<file path="src/rtl/sd_asset_loader.sv">
// Copies WORD_COUNT consecutive 32-bit words from the SD card into BRAM addresses 0..WORD_COUNT-1.
// It issues one read at a time and writes each returned word to memory with a single-cycle mem_we pulse.
module sd_asset_loader #(
    parameter logic [31:0] BASE_ADDR  = 32'h0000_0000,
    parameter int          ADDR_STEP  = 1,
    parameter int          WORD_COUNT = 1024,
    parameter int          MEM_AW     = 10,
    parameter logic [23:0] TIMEOUT    = 24'd5_000_000
) (
    input  logic              clock,
    input  logic              reset,
    input  logic              start,
    input  logic              sd_initialized,
    input  logic              sd_read_complete,
    input  logic [31:0]       sd_data,
    output logic [31:0]       sd_addr,
    output logic              sd_read_req,
    output logic              mem_we,
    output logic [MEM_AW-1:0] mem_addr,
    output logic [31:0]       mem_wdata,
    output logic              busy,
    output logic              done,
    output logic              error,
    output logic [MEM_AW:0]   words_loaded
);

    localparam int              CW           = MEM_AW + 1;
    localparam logic [MEM_AW:0] LAST_INDEX   = CW'(WORD_COUNT - 1);
    localparam logic [31:0]     STEP32       = 32'(ADDR_STEP);
    localparam logic [23:0]     TIMEOUT_LAST = TIMEOUT - 24'd1;

    typedef enum logic [2:0] {
        IDLE,
        WAIT_INIT,
        REQ,
        WRITE,
        RELEASE,
        FINISH,
        FAIL
    } state_t;

    state_t            state_q, state_d;
    logic [MEM_AW-1:0] index_q, index_d;
    logic [23:0]       timer_q, timer_d;
    logic [31:0]       sd_addr_q, sd_addr_d;
    logic [MEM_AW-1:0] mem_addr_q, mem_addr_d;
    logic [31:0]       mem_wdata_q, mem_wdata_d;
    logic              busy_q, busy_d;
    logic              done_q, done_d;
    logic              error_q, error_d;
    logic [MEM_AW:0]   words_q, words_d;

    function automatic logic [31:0] addr_for(input logic [MEM_AW-1:0] idx);
        return BASE_ADDR + 32'(idx) * STEP32;
    endfunction

    always_ff @(posedge clock) begin
        if (!reset) begin
            state_q     <= IDLE;
            index_q     <= '0;
            timer_q     <= '0;
            sd_addr_q   <= '0;
            mem_addr_q  <= '0;
            mem_wdata_q <= '0;
            busy_q      <= 1'b0;
            done_q      <= 1'b0;
            error_q     <= 1'b0;
            words_q     <= '0;
        end else begin
            state_q     <= state_d;
            index_q     <= index_d;
            timer_q     <= timer_d;
            sd_addr_q   <= sd_addr_d;
            mem_addr_q  <= mem_addr_d;
            mem_wdata_q <= mem_wdata_d;
            busy_q      <= busy_d;
            done_q      <= done_d;
            error_q     <= error_d;
            words_q     <= words_d;
        end
    end

    always_comb begin
        state_d     = state_q;
        index_d     = index_q;
        timer_d     = timer_q;
        sd_addr_d   = sd_addr_q;
        mem_addr_d  = mem_addr_q;
        mem_wdata_d = mem_wdata_q;
        busy_d      = busy_q;
        done_d      = done_q;
        error_d     = error_q;
        words_d     = words_q;

        case (state_q)
            IDLE, FINISH, FAIL: begin
                if (start) begin
                    state_d = WAIT_INIT;
                    busy_d  = 1'b1;
                    done_d  = 1'b0;
                    error_d = 1'b0;
                    index_d = '0;
                    words_d = '0;
                    timer_d = '0;
                end
            end

            WAIT_INIT: begin
                if (sd_initialized) begin
                    state_d   = REQ;
                    sd_addr_d = addr_for(index_q);
                    timer_d   = '0;
                end
            end

            REQ: begin
                if (sd_read_complete) begin
                    mem_wdata_d = sd_data;
                    mem_addr_d  = index_q;
                    timer_d     = '0;
                    state_d     = WRITE;
                end else if (timer_q == TIMEOUT_LAST) begin
                    state_d = FAIL;
                    busy_d  = 1'b0;
                    error_d = 1'b1;
                end else begin
                    timer_d = timer_q + 24'd1;
                end
            end

            WRITE: begin
                words_d = words_q + 1'b1;
                state_d = RELEASE;
            end

            // Wait for a level-type complete to drop so one word is never counted twice.
            RELEASE: begin
                if (!sd_read_complete) begin
                    timer_d = '0;
                    if ({1'b0, index_q} == LAST_INDEX) begin
                        state_d = FINISH;
                        busy_d  = 1'b0;
                        done_d  = 1'b1;
                    end else begin
                        index_d   = index_q + 1'b1;
                        sd_addr_d = addr_for(index_q + 1'b1);
                        state_d   = REQ;
                    end
                end else if (timer_q == TIMEOUT_LAST) begin
                    state_d = FAIL;
                    busy_d  = 1'b0;
                    error_d = 1'b1;
                end else begin
                    timer_d = timer_q + 24'd1;
                end
            end

            default: state_d = IDLE;
        endcase
    end

    assign sd_read_req  = (state_q == REQ);
    assign mem_we       = (state_q == WRITE);
    assign sd_addr      = sd_addr_q;
    assign mem_addr     = mem_addr_q;
    assign mem_wdata    = mem_wdata_q;
    assign busy         = busy_q;
    assign done         = done_q;
    assign error        = error_q;
    assign words_loaded = words_q;

endmodule
</file>
<file path="config.mk">
export PLATFORM = sky130hd
export DESIGN_NAME = sd_asset_loader
export DESIGN_NICKNAME = d
export VERILOG_FILES = /design/src/rtl/sd_asset_loader.sv
export SDC_FILE = /design/constraint.sdc
export NUM_CORES = 1
export LEC_CHECK = 0
export CAP_MARGIN = 20
export CORE_ASPECT_RATIO = 1.25
export CORE_MARGIN = 1
export CORE_UTILIZATION = 51
export CTS_BUF_LIST = sky130_fd_sc_hd__clkbuf_8
export CTS_CLUSTER_SIZE = 24
export DETAILED_ROUTE_END_ITERATION = 8
export GPL_TIMING_DRIVEN = 1
export MAX_ROUTING_LAYER = met4
export PLACE_DENSITY_LB_ADDON = 0.15
export SYNTH_ARGS = -nofsm -noshare
export SYNTH_HDL_FRONTEND = slang
export SYNTH_SLANG_ARGS = --single-unit
</file>
<file path="constraint.sdc">
create_clock -name clock -period 2.1 [get_ports clock]
set_input_delay 0.42 -clock clock [delete_from_list [all_inputs] [get_ports clock]]
set_output_delay 0.42 -clock clock [all_outputs]
set_load 0.02 [all_outputs]
</file>
==> impl_metrics.py <==
metrics = {
    "clock_network": {
        "cts_sinks": 103,
        "tritoncts_clock_tree": "done",
        "worst_skew_pair.late_latency_ns": 0.36,
        "count_of_h_tree_levels_built_during_cts": 3,
        "clk_root_buffer_cell": "sky130_fd_sc_hd__clkbuf_8",
        "clk_pin_slew_ns": 0.09,
        "cts.hold.buffers_added": 0,
        "cts_max_path_buffers": 2,
        "cts_buffers": 9,
    },
    "worst_setup_path": {
        "endpoint_kind": "output pin",
        "worst-path-max-fanout": 8,
        "setup.reg_to_reg.worst_slack_ns": 0.15,
        "worst_ep_required_time_ns": 1.68,
        "cp.arrival_ns": 1.54,
        "crit_path_start_kind": "flip-flop",
        "timing.setup.critical_path_class": "flip-flop to output pin",
    },
    "drt": {
        "totalWireLength_um": 12000,
        "post-route-drc-count": 0,
        "routed_via_density": 5.50,
        "total_via_count_after_detailed_routing": 4781,
        "final_antenna_net_count": 0,
        "route.detailed.wl_per_inst_um": 13.8,
        "dr.pass1.iters": 4,
        "iter_0_drt_violations": 208,
    },
    "logic_synthesis": {
        "ys_top_cells_by_count": "sky130_fd_sc_hd__nand2_1 (115), sky130_fd_sc_hd__dfxtp_1 (103), sky130_fd_sc_hd__a21oi_1 (69)",
        "synth-async-reset-ratio_pct": 0,
        "ys_types": 62,
        "yosysMostFrequentCell": "sky130_fd_sc_hd__nand2_1",
        "synthCells": 626,
        "avgSynthCellArea_um2": 7.95,
        "synth_warnings": 0,
        "ys_seq_elements": 103,
        "synth-edff-count": 0,
        "syn-cell-area_um2": 4980,
        "post-synth-top-area-fraction_pct": 41.4,
        "synth_sequential_area_ratio_pct": 41.4,
        "ys_dominant_reg_cell": "sky130_fd_sc_hd__dfxtp_1",
        "synth_area_leaders": "sky130_fd_sc_hd__dfxtp_1 (41%), sky130_fd_sc_hd__nand2_1 (8.7%), sky130_fd_sc_hd__a21oi_1 (6.9%)",
        "synth_largest_area_cell": "sky130_fd_sc_hd__dfxtp_1",
    },
    "timing": {
        "min_period_ns": 1.96,
        "grt_setup_unrepaired": "no",
        "final.period_utilization_pct": 93.3,
        "setup-violations-final": 0,
        "slew_violations": 0,
        "clock_skew_ns": 0.00711,
        "setup_ws_ns": 0.140,
        "max_freq_ghz": 0.510,
        "final.setup.tns_ns": 0,
        "finalHoldViolations": 0,
    },
    "global_routing": {
        "grt.overflow.total": 0,
        "first_global_vias": 4488,
        "wire_length_of_the_first_global_routing_pass_um": 20600,
        "grt_start_max_net_pins": 43,
        "global_route_total_usage_across_every_layer_pct": 25.3,
        "grt_antenna_before_repair": 0,
    },
    "placed_design": {
        "gp_routability_congestion": 0.917,
        "dp_hpwl_um": 8740,
        "placed_cells_incl_taps": 852,
        "place_worst_setup_slack_ns": -0.0364,
        "port-buffer-count": 104,
    },
    "pwr": {
        "pwr_density_cell_nw_per_um2": 640,
        "p_leak_nw": 2.22,
        "max-vdd-ir-drop_uv": 322,
    },
    "floorplanning": {
        "die_h_um": 112,
        "top_level_ports": 127,
        "floorplan.die_area_um2": 10200,
        "die_w_um": 90.4,
        "placement_rows": 39,
        "placeableCoreArea_um2": 9320,
        "initial_utilization_pct": 53.4,
    },
    "cells_and_area": {
        "flow.area_growth_from_synthesis_pct": 30.0,
        "antenna_cells_inserted": 0,
        "final_nets": 782,
        "stdcell_count": 869,
        "share_of_final_layout_standard_cells_stronger_than_drive_strength_1_pct": 11.0,
    },
    "outcome": {
        "outcome": "complete, no violations",
    },
    "job": {
        "max-cap-violations": 0,
    },
    "min_path": {
        "min-delay-path-class": "flip-flop to flip-flop",
    },
}
timing repair:
item                                    CTS  global route
pin swaps                                 0             1
cloned                                    0             0
endpoints found under the setup margin    2            18
buffers inserted                          0             1
resized for setup                         4             6
report_power, final:
part | switching, mW | total (mW) | internal (mW)
combinational | 0.416 | 0.735 | 0.319
clock | 0.658 | 1.36 | 0.700
sequential | 0.0361 | 2.05 | 2.01
total | 1.11 | 4.14 | 3.03
final cells by class:
cell class	count	area, µm²
fillers	794	2850
flip-flops and latches	103	2060
well taps	123	154
inverters	11	45.0
clock buffers	10	138
clock inverters	6	85.1
multi-input cells	470	2590
repair buffers	146	1390
final timing paths:
kind	start	cells after the start	endpoint
setup / recovery	state_q[2]	5	mem_we
hold / removal	mem_wdata[12]	2	mem_wdata[12]
setup reg to reg	timer_q[0]	8	timer_q[3]
hold reg to reg	mem_wdata[12]	2	mem_wdata[12]
registers in the layout (all words and copies together), names as in the netlist:
name          flops
error             1
state_q           3
mem_wdata        32
busy              1
mem_addr         10
sd_addr          10
done              1
timer_q          24
index_q          10
words_loaded     11
metal layers:
metal  global-route usage, %  vias up  part of all wire (%)
li1                        -     2381                     -
met3                    3.12       26                   4.3
met2                    43.6      142                    49
met1                    29.8     2232                    45
met5                       -        -                     0
met4                    10.9        0                   2.1
logic make-up after synthesis:
| logic type | Yosys count | share of synthesized area (%) |
|---|---|---|
| multiplexers | 2 | 0.402 |
| AND/OR/NAND/NOR | 265 | 25.8 |
| AO/OA/AOI/OAI | 163 | 20.5 |
| flip-flops | 103 | 41.4 |
| adder cells (fa/ha/maj) | 4 | 1.01 |
| other | 1 | 0.0754 |
| XOR/XNOR | 14 | 2.46 |
| buffers and inverters | 74 | 8.35 |
critical path, cell delays in order (launching register included):
cell and delay, ns:
sky130_fd_sc_hd__dfxtp_2 0.37, sky130_fd_sc_hd__buf_4 0.17, sky130_fd_sc_hd__nor2b_2 0.15, sky130_fd_sc_hd__nand2_1 0.10, sky130_fd_sc_hd__clkinv_1 0.09, sky130_fd_sc_hd__clkdlybuf4s15_1 0.30
placed cells by master (no fill, tap or decap), types with 3 or more instances in the layout:
cell type,Yosys,routed
sky130_fd_sc_hd__a211oi_1,5,5
sky130_fd_sc_hd__a21boi_0,13,13
sky130_fd_sc_hd__a21oi_1,69,69
sky130_fd_sc_hd__a22oi_1,3,3
sky130_fd_sc_hd__a31oi_1,3,3
sky130_fd_sc_hd__and2_1,5,5
sky130_fd_sc_hd__and3_1,9,9
sky130_fd_sc_hd__buf_12,0,3
sky130_fd_sc_hd__buf_4,25,39
sky130_fd_sc_hd__clkbuf_8,0,10
sky130_fd_sc_hd__clkdlybuf4s50_1,0,102
sky130_fd_sc_hd__conb_1,1,22
sky130_fd_sc_hd__dfxtp_1,103,101
sky130_fd_sc_hd__ha_1,4,4
sky130_fd_sc_hd__inv_1,10,10
sky130_fd_sc_hd__nand2_1,115,115
sky130_fd_sc_hd__nand3_1,24,23
sky130_fd_sc_hd__nand4_1,13,13
sky130_fd_sc_hd__nor2_1,42,42
sky130_fd_sc_hd__nor2b_1,4,3
sky130_fd_sc_hd__nor3_1,11,10
sky130_fd_sc_hd__o21ai_0,29,29
sky130_fd_sc_hd__o21ai_1,5,5
sky130_fd_sc_hd__o221a_2,4,4
sky130_fd_sc_hd__o31ai_1,7,7
sky130_fd_sc_hd__or3_1,16,16
sky130_fd_sc_hd__or4_1,10,10
sky130_fd_sc_hd__xnor2_1,6,6
sky130_fd_sc_hd__xor2_1,8,8
stage by stage:
stage	power [mW]	area [µm²]	hold slack [ns]	utilization, %
2_1_floorplan	2.56	5050	0.458	-
3_3_place_gp	2.81	6220	0.442	66.7
3_5_place_dp	2.82	6220	0.448	66.7
4_1_cts	4.17	6440	0.461	69.1
5_1_grt	4.33	6470	0.483	69.4
6_report	4.14	6470	0.456	69.4
(Power assumes the default switching activity.)
